### src/rtl/s2p_pkg.sv
// Shared types for the serial-to-parallel receiver: FSM state encoding and parity sense.
package s2p_pkg;
  typedef enum logic {RX_DATA, RX_PAR} s2p_state_t;
  localparam logic PARITY_EVEN = 1'b0;
endpackage

### src/rtl/s2p_out_buf.sv
// One-entry valid/ready holding register for received words; reports words it had to drop.
module s2p_out_buf
  import s2p_pkg::*;
#(
  parameter int N = 8
) (
  input  logic         CLK,
  input  logic         RESET,
  input  logic [N-1:0] word,
  input  logic         perr,
  input  logic         push,
  input  logic         DREADY,
  output logic [N-1:0] DOUT,
  output logic         DVALID,
  output logic         PERR,
  output logic         drop
);

  logic pop;

  assign pop  = DVALID & DREADY;
  assign drop = push & DVALID & ~DREADY;

  always_ff @(posedge CLK or posedge RESET) begin
    if (RESET) begin
      DOUT   <= '0;
      DVALID <= 1'b0;
      PERR   <= 1'b0;
    end else if (push && (!DVALID || pop)) begin
      DOUT   <= word;
      PERR   <= perr;
      DVALID <= 1'b1;
    end else if (pop) begin
      // DOUT keeps its last value after the pop
      DVALID <= 1'b0;
    end
  end

endmodule

### src/rtl/serial_to_parallel_rx.sv
// LSB-first serial receiver assembling N-bit words into a one-entry valid/ready buffer.
// Build with S2P_PARITY_EN to expect a trailing even-parity bit per word.
module serial_to_parallel_rx
  import s2p_pkg::*;
#(
  parameter int N = 8
) (
  input  logic         CLK,
  input  logic         RESET,
  input  logic         SIN,
  input  logic         BIT_EN,
  input  logic         SYNC,
  input  logic         DREADY,
  input  logic         CLR_OVR,
  output logic [N-1:0] DOUT,
  output logic         DVALID,
  output logic         OVERRUN,
  output logic         PERR
);

  localparam int CW = $clog2(N + 1);

  s2p_state_t   state, state_n, st_base;
  logic [N-1:0] sr, sr_n, sr_base, word;
  logic [CW-1:0] cnt, cnt_n, cnt_base;
  logic         push, perr_w, drop;

  always_ff @(posedge CLK or posedge RESET) begin
    if (RESET) begin
      state <= RX_DATA;
      sr    <= '0;
      cnt   <= '0;
    end else begin
      state <= state_n;
      sr    <= sr_n;
      cnt   <= cnt_n;
    end
  end

  always_comb begin
    // SYNC realigns first, so a coincident strobe becomes bit 0 of the new word
    st_base  = SYNC ? RX_DATA : state;
    sr_base  = SYNC ? '0 : sr;
    cnt_base = SYNC ? '0 : cnt;
    state_n  = st_base;
    sr_n     = sr_base;
    cnt_n    = cnt_base;
    push     = 1'b0;
    word     = sr_base;
    perr_w   = 1'b0;
    if (BIT_EN) begin
      case (st_base)
        RX_DATA: begin
          sr_n = {SIN, sr_base[N-1:1]};
          if (cnt_base == CW'(N - 1)) begin
`ifdef S2P_PARITY_EN
            cnt_n   = CW'(N);
            state_n = RX_PAR;
`else
            cnt_n = '0;
            push  = 1'b1;
            word  = sr_n;
`endif
          end else begin
            cnt_n = cnt_base + 1'b1;
          end
        end
        default: begin
`ifdef S2P_PARITY_EN
          push    = 1'b1;
          word    = sr_base;
          perr_w  = ((^sr_base) ^ SIN) != PARITY_EVEN;
          cnt_n   = '0;
          state_n = RX_DATA;
`else
          state_n = RX_DATA;
`endif
        end
      endcase
    end
  end

  s2p_out_buf #(.N(N)) u_out_buf (
    .CLK    (CLK),
    .RESET  (RESET),
    .word   (word),
    .perr   (perr_w),
    .push   (push),
    .DREADY (DREADY),
    .DOUT   (DOUT),
    .DVALID (DVALID),
    .PERR   (PERR),
    .drop   (drop)
  );

  // A drop on the same edge as CLR_OVR leaves the flag set
  always_ff @(posedge CLK or posedge RESET) begin
    if (RESET)        OVERRUN <= 1'b0;
    else if (drop)    OVERRUN <= 1'b1;
    else if (CLR_OVR) OVERRUN <= 1'b0;
  end

endmodule

### config.mk
export PLATFORM = sky130hd
export DESIGN_NAME = serial_to_parallel_rx
export DESIGN_NICKNAME = d
export VERILOG_FILES = /design/src/rtl/s2p_pkg.sv /design/src/rtl/s2p_out_buf.sv /design/src/rtl/serial_to_parallel_rx.sv
export SDC_FILE = /design/constraint.sdc
export NUM_CORES = 1
export LEC_CHECK = 0
export ABC_AREA = 1
export CORE_MARGIN = 1
export CORE_UTILIZATION = 45
export DETAILED_ROUTE_END_ITERATION = 10
export HOLD_SLACK_MARGIN = 0.08
export PLACE_DENSITY = 0.69
export SETUP_SLACK_MARGIN = 0.5
export SLEW_MARGIN = 15
export SYNTH_ARGS = -nofsm -noshare
export SYNTH_HDL_FRONTEND = slang
export SYNTH_SLANG_ARGS = --single-unit
### constraint.sdc
create_clock -name CLK -period 2 [get_ports CLK]
set_input_delay 0.6 -clock CLK [delete_from_list [all_inputs] [get_ports CLK]]
set_output_delay 0.6 -clock CLK [all_outputs]
set_load 0.01 [all_outputs]
==> impl_metrics.env, run 1 <==
export IMPL_drv_cap=0
export IMPL_netlist_instances=139
export IMPL_switching_share_pct=25.1
export IMPL_postSynth_asyncResetShare_pct=100
export IMPL_num_antenna_cells=0
export IMPL_overflow=0
export IMPL_fin_crit_sh_pct=73.0
export IMPL_final_layout_size_suffix_gt1_share_pct=38.7
export IMPL_power_share_sequential_pct=59.2
export IMPL_crit_slowest_cell="dfrtp_1"
export IMPL_synth_yosys_seq_area_share_pct=47.9
export IMPL_crit_path_start_kind="flip-flop"
export IMPL_route_detailed_vias_per_inst=4.61
export IMPL_clk_pin_slew_worst_paths_ns=0.11
export IMPL_finalInstanceArea_sq_um=1550
export IMPL_multiInputGateArea_sq_um=518
export IMPL_floorplan_initialDensity_pct=49.6
export IMPL_drv_slew=0
export IMPL_layoutNonFillerInstCount=209
export IMPL_grt_first_pass_wirelength_microns=3860
export IMPL_hold_ws_ns=0.500
export IMPL_count_of_flip_flops_with_a_built_in_enable_after_synthesis=0
export IMPL_rows=17
export IMPL_path_class="reg -> reg"
export IMPL_synth_avg_cell_area_sq_um=8.27
export IMPL_leading_cell_types_by_total_area_after_synthesis="dfrtp_1, nand2_1, inv_1"
export IMPL_post_synth_instance_area_sq_um=1150
export IMPL_routabilityCongestion=0.861
export IMPL_synthFlopType="dfrtp_1"
export IMPL_syn_num_nets=147
export IMPL_synth_seq_cells=22
export IMPL_floorplan_die_area_sq_um=2760
export IMPL_min_path_type="reg -> reg"
export IMPL_achievable_frequency_mhz=685
export IMPL_p_leak_uw=0.000787
export IMPL_netlist_area_leader_share_pct=47.9
export IMPL_grt_start_max_net_pins=23
export IMPL_power_share_combinational_pct=16.2
export IMPL_routed_via_count=963
export IMPL_critPathMaxFanout=3
export IMPL_grt_setup_unrepaired="yes"
export IMPL_clkSinkCount=22
export IMPL_first_global_vias=920
export IMPL_drt_iter0_markers=9
export IMPL_core_sq_um=2320
export IMPL_largest_area_contributor_in_the_netlist="dfrtp_1"
export IMPL_dp_hpwl_microns=1840
export IMPL_numPlacedInstances=199
export IMPL_fin_worst_skew_ns=0.00774
export IMPL_detail_route_wl_per_cell_microns=11.7
export IMPL_chipHeight_microns=52.6
export IMPL_cts_tree="built"
export IMPL_worst_ep_arrival_time_ns=1.67
export IMPL_critPathMaxStageDelay_ns=0.36
export IMPL_clk_path_buf_depth=2
export IMPL_drc_errors=0
export IMPL_synth_distinct_cells=24
export IMPL_area_growth_pct=34.4
export IMPL_worstSetupEndpointType="flip-flop"
export IMPL_post_synth_most_frequent_cells="nand2_1, inv_1, dfrtp_1"
export IMPL_h_tree_depth=1
export IMPL_ff_latch_area_sq_um=551
export IMPL_status="complete, no violations"
export IMPL_synthMostInstantiatedCell="nand2_1"
export IMPL_clockRootBuffer="clkbuf_4"
export IMPL_number_of_search_and_repair_iterations_in_the_first_detailed_routing_pass=4
export IMPL_power_frac_clock_pct=24.6
export IMPL_final_nets=191
export IMPL_critPathRequiredTime_ns=2.21
export IMPL_count_of_hold_fix_buffers_inserted_at_cts=0
export IMPL_io_pins=18
export IMPL_tritoncts_num_buffers=3
export IMPL_grt_util_all_layers_pct=20.0
export IMPL_initial_antenna_violation_count=0
export IMPL_yosys_warnings=0
export IMPL_floorplan_die_width_microns=52.6
export IMPL_port_buffers=16
export IMPL_min_period_ns=1.46
export IMPL_p_int_uw=586
export IMPL_clock_latency_reported_for_the_late_side_of_the_worst_skew_pair_ns=0.30
export IMPL_power_density_nw_per_um2=507
export IMPL_path_cells="inv_2, nor2_4, ha_4, buf_4, nand2_1, nor2_4, buf_4, nand4_1, nand2_1, inv_1"
export IMPL_ant_nets=0
export IMPL_fillCellCount=196
export IMPL_postPlaceCellArea_sq_um=1500
export IMPL_net_switching_power_uw=196
export IMPL_max_vdd_ir_drop_mv=0.324
export IMPL_final_hold_viol_count=0
export IMPL_post_layout_total_power_uw=783
export IMPL_report_final_setup_viol=0
export IMPL_detail_route_wirelength_microns=2440
[routing by layer]
metal | wire, microns | vias to the layer above | GRT usage, %
li1 | - | 496 | -
met1 | 1100 | 452 | 23.6
met2 | 1270 | 11 | 34.8
met3 | 59 | 4 | 2.90
met4 | 21 | 0 | 10.1
met5 | 0 | - | 0
[power groups by stage]
| stage | Sequential [uW] | Combinational, uW | Clock (uW) |
|---|---|---|---|
| after global placement | 471 | 115 | 0 |
| final | 463 | 127 | 192 |
| after global routing | 465 | 139 | 220 |
| after floorplan | 472 | 68.8 | 0 |
| after CTS | 463 | 119 | 203 |
| after detailed placement | 472 | 119 | 0 |
[worst paths after layout]
| check | from | to | slack [ns] | cells past startpoint |
|---|---|---|---|---|
| min reg2reg | u_out_buf.DOUT[0]$_DFFE_PP0P_ | u_out_buf.DOUT[0]$_DFFE_PP0P_ | 0.50 | 2 |
| max in group asynchronous | RESET | sr[5]$_DFF_PP0_ | 1.15 | 3 |
| min in group asynchronous | RESET | u_out_buf.DOUT[4]$_DFFE_PP0P_ | 0.62 | 3 |
| max | cnt[0]$_DFF_PP0_ | u_out_buf.DOUT[2]$_DFFE_PP0P_ | 0.54 | 10 |
| min | u_out_buf.DOUT[0]$_DFFE_PP0P_ | u_out_buf.DOUT[0]$_DFFE_PP0P_ | 0.50 | 2 |
| max reg2reg | cnt[0]$_DFF_PP0_ | u_out_buf.DOUT[2]$_DFFE_PP0P_ | 0.54 | 10 |
[cells by family (layout without fill, tap and decap cells)]
| logic type | after synthesis | in the layout | share of synthesized area, % |
|---|---|---|---|
| adder cells (fa/ha/maj) | 1 | 1 | 1.09 |
| AO/OA/AOI/OAI | 9 | 9 | 4.03 |
| XOR/XNOR | 2 | 2 | 1.52 |
| AND/OR/NAND/NOR | 71 | 72 | 32.5 |
| flip-flops | 22 | 22 | 47.9 |
| buffers and inverters | 33 | 74 | 12.6 |
| other | 1 | 1 | 0.326 |
[flip-flops by register name (all words and copies together), names as in the netlist]
signal / flops
OVERRUN: 1
cnt: 4
sr: 7
state: 1
u_out_buf.DOUT: 8
u_out_buf.DVALID: 1
[cell type report]
type                       count  share of cell area [%]
tap                           28                    2.27
timing repair buffer          40                    18.8
multi-input combinational     85                    33.5
inverter                      31                    8.34
clock buffer                   3                    1.46
sequential                    22                    35.6
[metrics by stage]
stage	util, %	setup TNS (ns)	setup WS (ns)
after floorplan	-	0	0.350
after global placement	64.5	-1.39	-0.169
after detailed placement	64.5	-1.86	-0.213
after CTS	64.3	0	0.524
after global routing	66.6	0	0.458
final	66.6	0	0.541
[critical path: cells and delay by family, from the launching register on]
family                   cells  cell delay, ns
AND/OR/NAND/NOR              5            0.52
flip-flops                   1            0.36
buffers and inverters        4            0.33
adder cells (fa/ha/maj)      1            0.16
[cells in the final DEF, fill, tap and decap left out, drive strengths merged]
| master | Yosys | layout |
|---|---|---|
| a21oi | 1 | 1 |
| buf | 2 | 35 |
| clkbuf | 0 | 3 |
| clkdlybuf4s50 | 0 | 4 |
| conb | 1 | 1 |
| dfrtp | 22 | 22 |
| dlygate4sd2 | 0 | 1 |
| ha | 1 | 1 |
| inv | 31 | 31 |
| nand2 | 44 | 45 |
| nand3 | 7 | 7 |
| nand4 | 3 | 3 |
| nor2 | 16 | 16 |
| nor3 | 1 | 1 |
| o21ai | 7 | 7 |
| o22ai | 1 | 1 |
| xnor2 | 1 | 1 |
| xor2 | 1 | 1 |
[timing repair]
item	4_1_cts	5_1_grt
setup buffers	3	3
pin swaps	2	8
resized for setup	45	13
setup endpoints to repair	30	8
cloned	1	0
No activity file was read; power rests on OpenSTA's default activity.
==> run 2, diff against run 1 <==
Settings changed: PLACE_DENSITY 0.69 to 0.71.
Clock period 2 ns to 1.26 ns, I/O delays scaled along.
==> run 2 against run 1 <==
  * The run now ends with setup timing left
  * Total power rose by 79%
  * Worst setup slack got worse by 0.72 ns
  * Sequential cell count did not move
  * First-iteration DRC count rose to 3.2 times the previous value
  * Sequential power rose by 59%
  * Combinational power rose by 120%
  * Sequential share of layout area fell by 4.7 points
  * Critical endpoint is now u_out_buf.DOUT[4]$_DFFE_PP0P_
  * Largest cell class is now multi-input combinational cells
==> impl_metrics.env, run 2 (synthesized netlist as in run 1, its figures left out) <==
export IMPL_status="finished, violations left"
export IMPL_violations_in_the_final_reports="setup timing"
export IMPL_first_global_vias=916
export IMPL_floorplan_die_area_sq_um=2760
export IMPL_fin_worst_skew_ns=0.00230
export IMPL_chipHeight_microns=52.6
export IMPL_clock_latency_reported_for_the_late_side_of_the_worst_skew_pair_ns=0.31
export IMPL_layout_cells_most_common="dfrtp_1"
export IMPL_achievable_frequency_mhz=695
export IMPL_ant_nets=0
export IMPL_p_int_uw=1030
export IMPL_number_of_search_and_repair_iterations_in_the_first_detailed_routing_pass=4
export IMPL_detail_route_wirelength_microns=3260
export IMPL_detail_route_wl_per_cell_microns=15.1
export IMPL_grt_start_max_net_pins=23
export IMPL_floorplan_die_width_microns=52.6
export IMPL_drc_errors=0
export IMPL_post_layout_total_power_uw=1400
export IMPL_floorplan_initialDensity_pct=49.6
export IMPL_route_detailed_vias_per_inst=4.97
export IMPL_crit_path_start_kind="flip-flop"
export IMPL_clk_path_buf_depth=2
export IMPL_layoutNonFillerInstCount=216
export IMPL_largestRegisters="u_out_buf.DOUT (8), sr (7), cnt (4)"
export IMPL_numPlacedInstances=201
export IMPL_p_leak_uw=0.000879
export IMPL_final_cell_mix="dfrtp_1, nand2_1, inv_1, buf_4, nand2_2"
export IMPL_rows=17
export IMPL_area_growth_pct=55.1
export IMPL_critPathRequiredTime_ns=1.49
export IMPL_hold_ws_ns=0.404
export IMPL_overflow=0
export IMPL_grt_first_pass_wirelength_microns=4160
export IMPL_drv_slew=0
export IMPL_fin_crit_sh_pct=114
export IMPL_switching_share_pct=26.4
export IMPL_core_sq_um=2320
export IMPL_clkSinkCount=22
export IMPL_grt_util_all_layers_pct=21.2
export IMPL_min_path_type="in -> async"
export IMPL_setup_reg_to_reg_worst_slack_ns=-0.18
export IMPL_tritoncts_num_buffers=3
export IMPL_final_layout_size_suffix_gt1_share_pct=53.2
export IMPL_clk_pin_slew_worst_paths_ns=0.12
export IMPL_routabilityCongestion=0.857
export IMPL_net_switching_power_uw=370
export IMPL_drv_cap=0
export IMPL_port_buffers=16
export IMPL_multiInputGateArea_sq_um=608
export IMPL_power_share_sequential_pct=52.5
export IMPL_power_frac_clock_pct=27.9
export IMPL_drt_iter0_markers=29
export IMPL_worst_slack_ns=-0.180
export IMPL_final_hold_viol_count=0
export IMPL_min_period_ns=1.44
export IMPL_path_class="reg -> reg"
export IMPL_num_antenna_cells=0
export IMPL_final_nets=197
export IMPL_fillCellCount=160
export IMPL_dp_hpwl_microns=1890
export IMPL_largest_reg_flops=8
export IMPL_clockRootBuffer="clkbuf_4"
export IMPL_max_vdd_ir_drop_mv=0.811
export IMPL_largest_register="u_out_buf.DOUT"
export IMPL_io_pins=18
export IMPL_critPathMaxFanout=3
export IMPL_routed_via_count=1073
export IMPL_worstSetupEndpointType="flip-flop"
export IMPL_grt_setup_unrepaired="yes"
export IMPL_report_final_setup_viol=12
export IMPL_cts_tree="built"
export IMPL_h_tree_depth=1
export IMPL_worst_ep_arrival_time_ns=1.67
export IMPL_power_share_combinational_pct=19.6
export IMPL_initial_antenna_violation_count=0
export IMPL_power_density_nw_per_um2=788
export IMPL_ff_latch_area_sq_um=552
[run 2: changes by cell type in the layout (fill, tap and decap cells not counted), sizes merged]
cell / before / now
inv: 31 / 29
clkdlybuf4s15: 0 / 1
buf: 35 / 40
clkinvlp: 0 / 1
clkbuf: 3 / 4
clkinv: 0 / 1
[run 2: metrics by stage]
stage / cell area, sq um / setup TNS (ns) / setup WS [ns] / util, %
6_report: 1780 / -1.45 / -0.180 / 76.9
3_3_place_gp: 1540 / -11.92 / -0.679 / 66.4
5_1_grt: 1780 / -2.51 / -0.274 / 76.9
3_5_place_dp: 1540 / -12.87 / -0.724 / 66.4
4_1_cts: 1570 / -0.559 / -0.0741 / 67.8
2_1_floorplan: 1200 / -1.22 / -0.168 / -
[run 2: metal layers]
metal,vias to the layer above,wire (microns),GRT usage [%]
met2,44,1690,34.2
met4,0,100,7.46
met5,-,0,0
met3,8,216,3.77
li1,515,-,-
met1,506,1250,28.3
[run 2: worst paths after layout]
| path | from | depth (start not counted) | end |
|---|---|---|---|
| max | cnt[1]$_DFF_PP0_ | 9 | u_out_buf.DOUT[4]$_DFFE_PP0P_ |
| min | RESET | 3 | cnt[3]$_DFF_PP0_ |
| max reg2reg | cnt[1]$_DFF_PP0_ | 9 | u_out_buf.DOUT[4]$_DFFE_PP0P_ |
| min reg2reg | sr[1]$_DFF_PP0_ | 2 | u_out_buf.DOUT[0]$_DFFE_PP0P_ |
| max in group asynchronous | RESET | 3 | state$_DFF_PP0_ |
| min in group CLK | sr[1]$_DFF_PP0_ | 2 | u_out_buf.DOUT[0]$_DFFE_PP0P_ |
[run 2: power by group through the flow]
stage	sequential [uW]	clock (uW)	combinational (uW)
floorplan	749	0	110
global placement	748	0	197
detailed placement	748	0	202
CTS	736	400	206
global route	740	433	294
finish	737	392	275
[run 2: cell type report]
| type | instances | area share, % |
|---|---|---|
| sequential | 22 | 30.9 |
| timing repair buffer | 46 | 22.7 |
| clock buffer | 4 | 2.04 |
| multi-input combinational | 85 | 34.1 |
| inverter | 31 | 8.28 |
| tap | 28 | 1.96 |
[run 2: worst max-delay path: stages (launching register included)]
cell     delay [ns]
dfrtp_1        0.36
inv_2          0.05
nor2_4         0.12
ha_4           0.16
nand2_1        0.09
nor2_4         0.16
buf_6          0.12
nand4_1        0.15
nand2_2        0.12
inv_2          0.03
[run 2: what timing repair did]
item | CTS | global route
hold buffers | 0 | 0
endpoints found under the setup margin | 32 | 32
setup buffers | 2 | 8
cloned | 1 | 0
hold endpoints to repair | 0 | 0
resized for setup | 53 | 46
pin swaps | 10 | 8
